===== src/rtl/alu_pkg.sv =====
// Shared definitions for the multi-cycle ALU core: instruction field layout,
// opcode and FSM state encodings, and opcode classification helpers.
package alu_pkg;

   localparam int INSTR_W = 16;
   localparam int FIELD_W = 4;
   localparam int OPC_LO  = 12;
   localparam int RD_LO   = 8;
   localparam int RS_LO   = 4;
   localparam int RT_LO   = 0;

   typedef enum logic [3:0] {
      OP_ADD  = 4'h0,
      OP_SUB  = 4'h1,
      OP_AND  = 4'h2,
      OP_SLTI = 4'h3,
      OP_OR   = 4'h4,
      OP_XOR  = 4'h5,
      OP_ANDI = 4'h6,
      OP_ORI  = 4'h7,
      OP_XORI = 4'h8,
      OP_ADDI = 4'h9,
      OP_SUBI = 4'hA
   } opcode_e;

   typedef enum logic [2:0] {
      S_IDLE,
      S_DECODE,
      S_READ,
      S_EXEC,
      S_WB
   } state_e;

   // Immediate forms take their second operand from the rs field.
   function automatic logic is_imm(input logic [3:0] op);
      return (op == OP_SLTI) || ((op >= OP_ANDI) && (op <= OP_SUBI));
   endfunction

   function automatic logic is_legal(input logic [3:0] op);
      return op <= OP_SUBI;
   endfunction

endpackage


===== src/rtl/alu_multicycle_core_if.sv =====
// Instruction-issue and writeback bus of the multi-cycle ALU core.
interface alu_multicycle_core_if
   import alu_pkg::*;
#(
   parameter int DATA_W = 16,
   parameter int NREGS  = 16
);
   localparam int REG_AW = $clog2(NREGS);

   logic [INSTR_W-1:0] instr;
   logic               instr_valid;
   logic               instr_ready;
   logic               wb_valid;
   logic [REG_AW-1:0]  wb_addr;
   logic [DATA_W-1:0]  wb_data;
   logic               illegal;

   modport master (
      output instr, instr_valid,
      input  instr_ready, wb_valid, wb_addr, wb_data, illegal
   );

   modport slave (
      input  instr, instr_valid,
      output instr_ready, wb_valid, wb_addr, wb_data, illegal
   );

endinterface


===== src/rtl/alu_regbank.sv =====
// NREGS x DATA_W register bank: two registered read ports, one write port,
// and an asynchronous debug read port that does not see same-cycle writes.
module alu_regbank #(
   parameter int DATA_W = 16,
   parameter int NREGS  = 16
) (
   input  logic                     clk,
   input  logic                     rst,
   input  logic                     re,
   input  logic [$clog2(NREGS)-1:0] ra_addr,
   output logic [DATA_W-1:0]        ra_data,
   input  logic [$clog2(NREGS)-1:0] rb_addr,
   output logic [DATA_W-1:0]        rb_data,
   input  logic                     we,
   input  logic [$clog2(NREGS)-1:0] wa,
   input  logic [DATA_W-1:0]        wd,
   input  logic [$clog2(NREGS)-1:0] dbg_addr,
   output logic [DATA_W-1:0]        dbg_data
);

   logic [DATA_W-1:0] mem [NREGS];

   always_ff @(posedge clk) begin
      if (rst) begin
         for (int i = 0; i < NREGS; i++) begin
            mem[i] <= '0;
         end
      end else if (we) begin
         mem[wa] <= wd;
      end
      if (re) begin
         ra_data <= mem[ra_addr];
         rb_data <= mem[rb_addr];
      end
   end

   assign dbg_data = mem[dbg_addr];

endmodule


===== src/rtl/alu_multicycle_core.sv =====
// Multi-cycle ALU core: IDLE -> DECODE -> READ -> EXEC -> WB, one instruction per 5 cycles.
// Define ALU_FLAGS_EN to add the {N,Z,C,V} flags port and its update logic.
module alu_multicycle_core
   import alu_pkg::*;
#(
   parameter int DATA_W = 16,
   parameter int NREGS  = 16
) (
   input  logic                     clk,
   input  logic                     rst,
   alu_multicycle_core_if.slave     bus,
   input  logic [$clog2(NREGS)-1:0] dbg_addr,
   output logic [DATA_W-1:0]        dbg_data
`ifdef ALU_FLAGS_EN
   ,
   output logic [3:0]               flags
`endif
);

   localparam int REG_AW = $clog2(NREGS);
   localparam int MSB    = DATA_W - 1;

   state_e             state_q, state_d;
   logic               ready_c, wb_c, illegal_c;
   logic [INSTR_W-1:0] instr_p0;
   opcode_e            op;
   logic [DATA_W-1:0]  rs_val_p1, rt_val_p1;
   logic [DATA_W-1:0]  imm, opx, opy, sum, dif, res;
   logic               imm_op;
   logic [REG_AW-1:0]  rd_p2;
   logic [DATA_W-1:0]  result_p2;

   always_ff @(posedge clk) begin
      if (rst) state_q <= S_IDLE;
      else     state_q <= state_d;
   end

   always_comb begin
      state_d   = state_q;
      ready_c   = 1'b0;
      wb_c      = 1'b0;
      illegal_c = 1'b0;
      case (state_q)
         S_IDLE: begin
            ready_c = 1'b1;
            if (bus.instr_valid) state_d = S_DECODE;
         end
         S_DECODE: begin
            if (is_legal(instr_p0[OPC_LO +: FIELD_W])) begin
               state_d = S_READ;
            end else begin
               illegal_c = 1'b1;
               state_d   = S_IDLE;
            end
         end
         S_READ:  state_d = S_EXEC;
         S_EXEC:  state_d = S_WB;
         S_WB: begin
            wb_c    = 1'b1;
            state_d = S_IDLE;
         end
         default: state_d = S_IDLE;
      endcase
   end

   // Stage p0: instruction captured on accept, held while busy
   always_ff @(posedge clk) begin
      if ((state_q == S_IDLE) && bus.instr_valid) instr_p0 <= bus.instr;
   end

   // Stage p1: operands read from the bank during READ, visible in EXEC
   alu_regbank #(.DATA_W(DATA_W), .NREGS(NREGS)) u_regbank (
      .clk      (clk),
      .rst      (rst),
      .re       (state_q == S_READ),
      .ra_addr  (instr_p0[RS_LO +: REG_AW]),
      .ra_data  (rs_val_p1),
      .rb_addr  (instr_p0[RT_LO +: REG_AW]),
      .rb_data  (rt_val_p1),
      .we       (wb_c),
      .wa       (rd_p2),
      .wd       (result_p2),
      .dbg_addr (dbg_addr),
      .dbg_data (dbg_data)
   );

   assign op     = opcode_e'(instr_p0[OPC_LO +: FIELD_W]);
   assign imm_op = is_imm(instr_p0[OPC_LO +: FIELD_W]);
   assign imm    = DATA_W'(instr_p0[RS_LO +: FIELD_W]);
   assign opx    = imm_op ? rt_val_p1 : rs_val_p1;
   assign opy    = imm_op ? imm : rt_val_p1;

`ifdef ALU_FLAGS_EN
   logic [DATA_W:0] sum_w, dif_w;
   logic            c_x, v_x;
   logic [3:0]      flags_p2;

   assign sum_w = {1'b0, opx} + {1'b0, opy};
   assign dif_w = {1'b0, opx} - {1'b0, opy};
   assign sum   = sum_w[MSB:0];
   assign dif   = dif_w[MSB:0];

   // C is carry-out for additions and borrow for subtractions
   always_comb begin
      c_x = 1'b0;
      v_x = 1'b0;
      case (op)
         OP_ADD, OP_ADDI: begin
            c_x = sum_w[DATA_W];
            v_x = (opx[MSB] == opy[MSB]) && (sum[MSB] != opx[MSB]);
         end
         OP_SUB, OP_SUBI: begin
            c_x = dif_w[DATA_W];
            v_x = (opx[MSB] != opy[MSB]) && (dif[MSB] != opx[MSB]);
         end
         default: ;
      endcase
   end
`else
   assign sum = opx + opy;
   assign dif = opx - opy;
`endif

   always_comb begin
      res = '0;
      case (op)
         OP_ADD, OP_ADDI: res = sum;
         OP_SUB, OP_SUBI: res = dif;
         OP_AND, OP_ANDI: res = opx & opy;
         OP_OR,  OP_ORI:  res = opx | opy;
         OP_XOR, OP_XORI: res = opx ^ opy;
         OP_SLTI:         res = DATA_W'(opx < opy);
         default:         res = '0;
      endcase
   end

   // Stage p2: result registered at the end of EXEC, written back in WB
   always_ff @(posedge clk) begin
      if (rst) begin
         rd_p2     <= '0;
         result_p2 <= '0;
      end else if (state_q == S_EXEC) begin
         rd_p2     <= instr_p0[RD_LO +: REG_AW];
         result_p2 <= res;
      end
   end

`ifdef ALU_FLAGS_EN
   always_ff @(posedge clk) begin
      if (state_q == S_EXEC) flags_p2 <= {res[MSB], (res == '0), c_x, v_x};
   end

   always_ff @(posedge clk) begin
      if (rst)       flags <= '0;
      else if (wb_c) flags <= flags_p2;
   end
`endif

   assign bus.instr_ready = ready_c;
   assign bus.wb_valid    = wb_c;
   assign bus.illegal     = illegal_c;
   assign bus.wb_addr     = rd_p2;
   assign bus.wb_data     = result_p2;

endmodule


===== src/flat_wrapper.sv =====
// flat-port wrapper written by rule: the top's interface ports become plain ports
module alu_multicycle_core_flat import alu_pkg::*;
#(
   parameter int DATA_W = 16,
   parameter int NREGS  = 16
)
  (clk, rst, dbg_addr, dbg_data, bus_instr, bus_instr_valid, bus_instr_ready, bus_wb_valid, bus_wb_addr, bus_wb_data, bus_illegal);
  alu_multicycle_core_if #(.DATA_W(DATA_W), .NREGS(NREGS)) bus_i ();
  input  logic clk;
  input  logic rst;
  input  logic [$clog2(NREGS)-1:0] dbg_addr;
  output logic [DATA_W-1:0] dbg_data;
  input wire logic [$bits(bus_i.instr)-1:0] bus_instr;
  input wire logic [$bits(bus_i.instr_valid)-1:0] bus_instr_valid;
  output wire logic [$bits(bus_i.instr_ready)-1:0] bus_instr_ready;
  output wire logic [$bits(bus_i.wb_valid)-1:0] bus_wb_valid;
  output wire logic [$bits(bus_i.wb_addr)-1:0] bus_wb_addr;
  output wire logic [$bits(bus_i.wb_data)-1:0] bus_wb_data;
  output wire logic [$bits(bus_i.illegal)-1:0] bus_illegal;
  assign bus_i.instr = bus_instr;
  assign bus_i.instr_valid = bus_instr_valid;
  assign bus_instr_ready = bus_i.instr_ready;
  assign bus_wb_valid = bus_i.wb_valid;
  assign bus_wb_addr = bus_i.wb_addr;
  assign bus_wb_data = bus_i.wb_data;
  assign bus_illegal = bus_i.illegal;
  alu_multicycle_core #(.DATA_W(DATA_W), .NREGS(NREGS)) u_core (.clk(clk), .rst(rst), .bus(bus_i), .dbg_addr(dbg_addr), .dbg_data(dbg_data));
endmodule

===== config.mk =====
export PLATFORM = sky130hd
export DESIGN_NAME = alu_multicycle_core_flat
export DESIGN_NICKNAME = d
export VERILOG_FILES = /design/src/rtl/alu_pkg.sv /design/src/rtl/alu_multicycle_core_if.sv /design/src/rtl/alu_regbank.sv /design/src/rtl/alu_multicycle_core.sv /design/src/flat_wrapper.sv
export SDC_FILE = /design/constraint.sdc
export NUM_CORES = 1
export LEC_CHECK = 0
export BUFFER_PORTS_ARGS = -buffer_cell sky130_fd_sc_hd__clkbuf_2
export CORE_ASPECT_RATIO = 0.8
export CORE_UTILIZATION = 45
export DETAILED_ROUTE_END_ITERATION = 7
export PLACE_DENSITY_LB_ADDON = 0.2
export SYNTH_ARGS = -nofsm -noshare
export SYNTH_HDL_FRONTEND = slang
export SYNTH_HIERARCHICAL = 1
export SYNTH_SLANG_ARGS = --single-unit
export TNS_END_PERCENT = 5

===== constraint.sdc =====
create_clock -name clk -period 8.9 [get_ports clk]
set_input_delay 0.89 -clock clk [delete_from_list [all_inputs] [get_ports clk]]
set_output_delay 0.89 -clock clk [all_outputs]
set_load 0.05 [all_outputs]

After elaboration in Yosys (flattened, before gate mapping) --
Memories as Yosys holds them, arrays and structs flattened. A register that Yosys moved wholly into a read port is not among the register bits. Cells that the tools add are included.
Storage, ports and cells: bits in read-only memories 0, memory bits (writable) 256, input bits 23, bits in registers 39, word-level logic and storage cells 57, memories kept 1, latch bits 0
Memories:
- u_core.u_regbank.mem | depth 16, bits a word 16, rd ports 3, clocked after memory_dff 2, wr ports 16, RTL line alu_regbank.sv:21 | logic [DATA_W-1:0] mem [NREGS];
Operators by class: bitwise operators 3, divide/modulo/power cells 0, $lt $le $gt $ge 3, shifts and indexed selects 0, muxes and demuxes 18, multipliers 0, reductions and logical operators 11, add/subtract/negate cells 2, equal/unequal tests 15
Operator list (number):
- $pmux 16 s6 | 1
- $mux 16 | 3
- $add 16x16->16 | 1
- $and 16x16->16 | 1
- $eq 4x3->1 const B | 4
- $lt 16x16->1 | 1
- $or 16x16->16 | 1
- $reduce_or 16->1 | 1
- $sub 16x16->16 | 1
- $xor 16x16->16 | 1
- $eq 4x4->1 const B | 3
- $pmux 3 s4 | 1
- $mux 1 | 10
- $reduce_or 2->1 | 5
- $eq 4x2->1 const B | 2
- $eq 3x2->1 const B | 2
- $eq 4x1->1 const B | 1
- $ge 4x3->1 const B | 1
- $le 4x4->1 const B | 1
- $logic_not 4->1 | 1
- $mux 4 | 1
- $eq 3x1->1 const B | 1
- $eq 3x3->1 const B | 1
- $logic_not 3->1 | 1
- other kinds (5) | 6

Longest topological paths before layout --
word-level depth 7, mapped depth 16, gate-level depth less buffers 14

Hierarchy --
Netlist, hierarchy kept.
Modules (own cells, without submodules):
- alu_regbank | instances 1, cells an instance 1028, sequential area each 8648.3 sq um, area an instance 16226.8 sq um
- alu_multicycle_core | instances 1, cells an instance 520, sequential area each 940.9 sq um, area an instance 4129.0 sq um

Worst setup path after synthesis --
Ideal clock, no wire load.
path type reg2reg, start point register u_core.state_q[2], end point memory u_core.u_regbank.mem[0][0] (enable), slack 5.406 ns, stages on the path, launching flop included 6, arrival 3.160 ns, period minus slack after synthesis 3.494 ns, cells stage by stage dfxtp_1 -> clkbuf_1 -> nor3b_1 -> or4b_4 -> nor3_4 -> or2_2
RTL lines:
- start, declared | RTL line alu_multicycle_core.sv:23 | state_e state_q, state_d;
- start signal, assigned | RTL line alu_multicycle_core.sv:35 | else state_q <= state_d;
- end, declared | RTL line alu_regbank.sv:21

Worst setup path in the final report --
start point input dbg_addr[0], end point output dbg_data[2]
On the way: longest elaborated chain between the ends 1
Ends and longest elaborated chain:
- start, declared | RTL line flat_wrapper.sv:11 | input logic [$clog2(NREGS)-1:0] dbg_addr;
- $mem_v2 16x16
- end, declared | RTL line flat_wrapper.sv:12 | output logic [DATA_W-1:0] dbg_data;
Every way passes these cells.

==> impl_summary.log <==
INFO  metric placeable_core_area = 44,500 um^2
INFO  metric postCtsHoldBufs = 0
INFO  metric synth_sequential_area_ratio = 0.471
INFO  metric insertion_delay = 0.57 ns
INFO  metric vdd_drop_max = 0.000177 V
INFO  metric post_cts_resized = 0
INFO  metric total_of_flip_flops_plus_latches_after_synthesis = 327
INFO  metric grt_max_degree = 66
INFO  metric numPlacedInstances = 2,126
INFO  metric synth-edff-count = 304
INFO  metric number_of_cts_inserted_buffers = 38
INFO  metric report.power.total = 4.10 mW
INFO  metric worst-endpoint-required = 8.01 ns
INFO  metric groute.usage.overall = 0.283
INFO  metric dr_pass1_iterations = 5
INFO  metric crit_path_end_kind = output port
INFO  metric drt_wl_total = 63,800 um
INFO  metric min-delay-path-class = reg -> reg
INFO  metric critPathKind = in -> out
INFO  metric die_area = 46,100 um^2
INFO  metric clock_tree.root_cell = sky130_fd_sc_hd__clkbuf_16
INFO  metric cts_tree = done
INFO  metric synth_cells = 1,548
INFO  metric total_leakage_power = 8.24 nW
INFO  metric grt_first_pass_wirelength = 93,100 um
INFO  metric placement.io_buffers = 61
INFO  metric postSynthAreaPerCell = 13.1 um^2
INFO  metric setup_ws = 4.41 ns
INFO  metric worstSetupStartpointType = input port
INFO  metric final_core_utilization = 0.504
INFO  metric number_of_warnings_reported_in_the_yosys_synthesis_log = 6
INFO  metric slew_headroom = 0.219
INFO  metric clock_sink_count = 327
INFO  metric area.growth.synth_to_final = 10.3%
INFO  metric drc = 0
INFO  metric critical_path.max_fanout = 34
INFO  metric die-width = 240 um
INFO  metric ant_nets = 0
INFO  metric grt_overflow = 0
INFO  metric routedWlPerCell = 29.1 um
INFO  metric num-nets-final = 1,641
INFO  metric number_of_global_route_vias_before_repair = 13.7k
INFO  metric antenna_found_initial = 1
INFO  metric crit_arrival = 3.60 ns
INFO  metric fin_tns_setup = 0 ns
INFO  metric report.final.slew_viol_count = 0
INFO  metric via_per_inst = 6.45
INFO  metric htree_num_levels = 2
INFO  metric max_freq = 223 MHz
INFO  metric post-cts-setup-buffer-count = 0
INFO  metric syn_area = 20,400 um^2
INFO  metric dp_hpwl = 40,900 um
INFO  metric core.rowCount = 69
INFO  metric drt_iter0_markers = 1,857
INFO  metric synth_net_count = 1,626
INFO  metric final_cell_area = 22,400 um^2
INFO  metric worst_clk_skew = 0.0236 ns
INFO  metric placed_area = 21,200 um^2
INFO  metric num_antenna_cells = 0
INFO  metric slew_of_the_pin_with_the_lowest_slew_margin = 1.17 ns
INFO  metric report.final.hold_viol_count = 0
INFO  metric dp_worst_setup_slack = 4.41 ns
INFO  metric overall_via_count_from_detail_route = 14.1k
INFO  metric fraction_of_registers_with_async_set_reset = 0
INFO  metric min_period_over_period = 0.504
INFO  metric vert_die_dim = 192 um
INFO  metric start_util = 0.457
INFO  metric yosys_most_used_dff = sky130_fd_sc_hd__edfxtp_1
INFO  metric layout_min_cycle_time = 4.49 ns
INFO  metric cts_buffer_depth = 3
INFO  metric worst_hold_slack = 0.503 ns
INFO  metric pwr_density_cell = 183 nW/um^2
INFO  metric path_clk_slew = 0.06 ns
INFO  metric yosys.cell_types.count = 76
INFO  metric drive_gt1_frac = 0.266
INFO  metric setup_viol_count_final = 0
INFO  metric drv_cap = 0
INFO  metric rsz0062_at_grt = no
INFO  metric gpl_congestion = 0.918
INFO  metric floorplan.io_pins = 62
INFO  metric run_status = finished clean
INFO  metric final_cell_count_no_fill = 2,192
==> layout by cell type, fill, tap and decap left out, types with 5 or more instances in the layout <==
cell                        Yosys  final
sky130_fd_sc_hd__and2_2        16     16
sky130_fd_sc_hd__a31oi_1        7      7
sky130_fd_sc_hd__nor2_1        59     59
sky130_fd_sc_hd__clkinv_1       0      5
sky130_fd_sc_hd__nor3_1        11     10
sky130_fd_sc_hd__dfxtp_1       23     23
sky130_fd_sc_hd__clkbuf_2       3     59
sky130_fd_sc_hd__edfxtp_1     304    304
sky130_fd_sc_hd__inv_1         45     45
sky130_fd_sc_hd__or2_2         17     17
sky130_fd_sc_hd__a221oi_1       8      8
sky130_fd_sc_hd__nor4_1         7      7
sky130_fd_sc_hd__a311oi_1       5      5
sky130_fd_sc_hd__or3_1          7      7
sky130_fd_sc_hd__a21o_1         6      6
sky130_fd_sc_hd__mux2_2        18     18
sky130_fd_sc_hd__o211ai_1       8      8
sky130_fd_sc_hd__clkinv_2       0      5
sky130_fd_sc_hd__clkbuf_16      0     39
sky130_fd_sc_hd__nand2_1       92     92
sky130_fd_sc_hd__a21oi_1       46     45
sky130_fd_sc_hd__a211oi_1       7      7
sky130_fd_sc_hd__buf_4          2     43
sky130_fd_sc_hd__nand3_1        8      8
sky130_fd_sc_hd__o21ai_0       27     27
sky130_fd_sc_hd__nand2b_1       6      6
sky130_fd_sc_hd__and2_1       246    246
sky130_fd_sc_hd__a22oi_1       97     97
sky130_fd_sc_hd__ha_1          53     53
sky130_fd_sc_hd__nor2b_1       16     16
sky130_fd_sc_hd__mux4_2       192    192
==> state kept, by name, summed over array words and instances (netlist names) <==
name                      flops
u_core/instr_p0              16
u_core/state_q                3
u_core/u_regbank/ra_data     16
u_core/bus.wb_addr            4
u_core/u_regbank/rb_data     16
u_core/bus.wb_data           16
u_core/u_regbank/mem        256
==> synthesized netlist by cell type, types with 6 or more instances <==
cell type | instances | area (um^2)
sky130_fd_sc_hd__a221oi_1 | 8 | 70.1
sky130_fd_sc_hd__buf_1 | 11 | 41.3
sky130_fd_sc_hd__a21o_1 | 6 | 45.0
sky130_fd_sc_hd__a211oi_1 | 7 | 52.6
sky130_fd_sc_hd__mux2_2 | 18 | 203
sky130_fd_sc_hd__clkbuf_1 | 79 | 297
sky130_fd_sc_hd__edfxtp_1 | 304 | 9130
sky130_fd_sc_hd__ha_1 | 53 | 663
sky130_fd_sc_hd__nand2_1 | 92 | 345
sky130_fd_sc_hd__nor3_1 | 11 | 55.1
sky130_fd_sc_hd__a31oi_1 | 7 | 43.8
sky130_fd_sc_hd__nand2b_1 | 6 | 37.5
sky130_fd_sc_hd__o21ai_0 | 27 | 135
sky130_fd_sc_hd__nand3_1 | 8 | 40.0
sky130_fd_sc_hd__mux4_2 | 192 | 4320
sky130_fd_sc_hd__nor2_1 | 59 | 221
sky130_fd_sc_hd__or2_2 | 17 | 106
sky130_fd_sc_hd__dfxtp_1 | 23 | 460
sky130_fd_sc_hd__inv_1 | 45 | 169
sky130_fd_sc_hd__nor4_1 | 7 | 43.8
sky130_fd_sc_hd__and2_2 | 16 | 120
sky130_fd_sc_hd__nor2b_1 | 16 | 100
sky130_fd_sc_hd__or3_1 | 7 | 43.8
sky130_fd_sc_hd__buf_2 | 32 | 160
sky130_fd_sc_hd__and2_1 | 246 | 1540
sky130_fd_sc_hd__a22oi_1 | 97 | 728
sky130_fd_sc_hd__a21oi_1 | 46 | 230
sky130_fd_sc_hd__o211ai_1 | 8 | 60.1
==> cells by family after synthesis <==
kind of cell    share of synthesized area
buf+inv                            0.0348
compound gates                     0.0881
flops                               0.471
mux                                 0.224
simple gates                        0.145
xor+xnor                          0.00258
fa+ha+maj                          0.0345
==> final timing paths <==
check,from,slack (ns),end,cells after the start
worst min-delay path,u_core/instr_p0[9],0.50,u_core/bus.wb_addr[1],2
worst max-delay path,dbg_addr[0],4.41,dbg_data[2],6
worst min register to register,u_core/instr_p0[9],0.50,u_core/bus.wb_addr[1],2
worst max register to register,u_core/instr_p0[13],4.66,u_core/bus.wb_data[12],13
==> where the power goes <==
group / internal (mW) / total (mW) / switching (mW) / leakage, nW
registers: 1.74 / 1.79 / 0.0474 / 3.28
clock network: 0.922 / 1.59 / 0.666 / 0.600
logic: 0.272 / 0.721 / 0.448 / 4.36
==> area by class of cell <==
class	count	area [um^2]
clock buffers	43	991
clock inverters	23	240
fillers	3853	22100
inverters	45	169
multi-input cells	1048	10100
flip-flops and latches	327	9590
well taps	603	754
repair buffers	103	623
==> worst max-delay path, stage by stage <==
cell and delay (ns):
sky130_fd_sc_hd__buf_4 0.52, sky130_fd_sc_hd__buf_4 0.72, sky130_fd_sc_hd__mux4_2 0.59, sky130_fd_sc_hd__a22oi_1 0.33, sky130_fd_sc_hd__nand2_1 0.16, sky130_fd_sc_hd__clkbuf_2 0.27
==> layer usage <==
metal,share of wire,track usage
met4,0.032,0.101
met1,0.42,0.409
met2,0.44,0.424
met3,0.10,0.0552
met5,0,0
(Power assumes the default switching activity.)
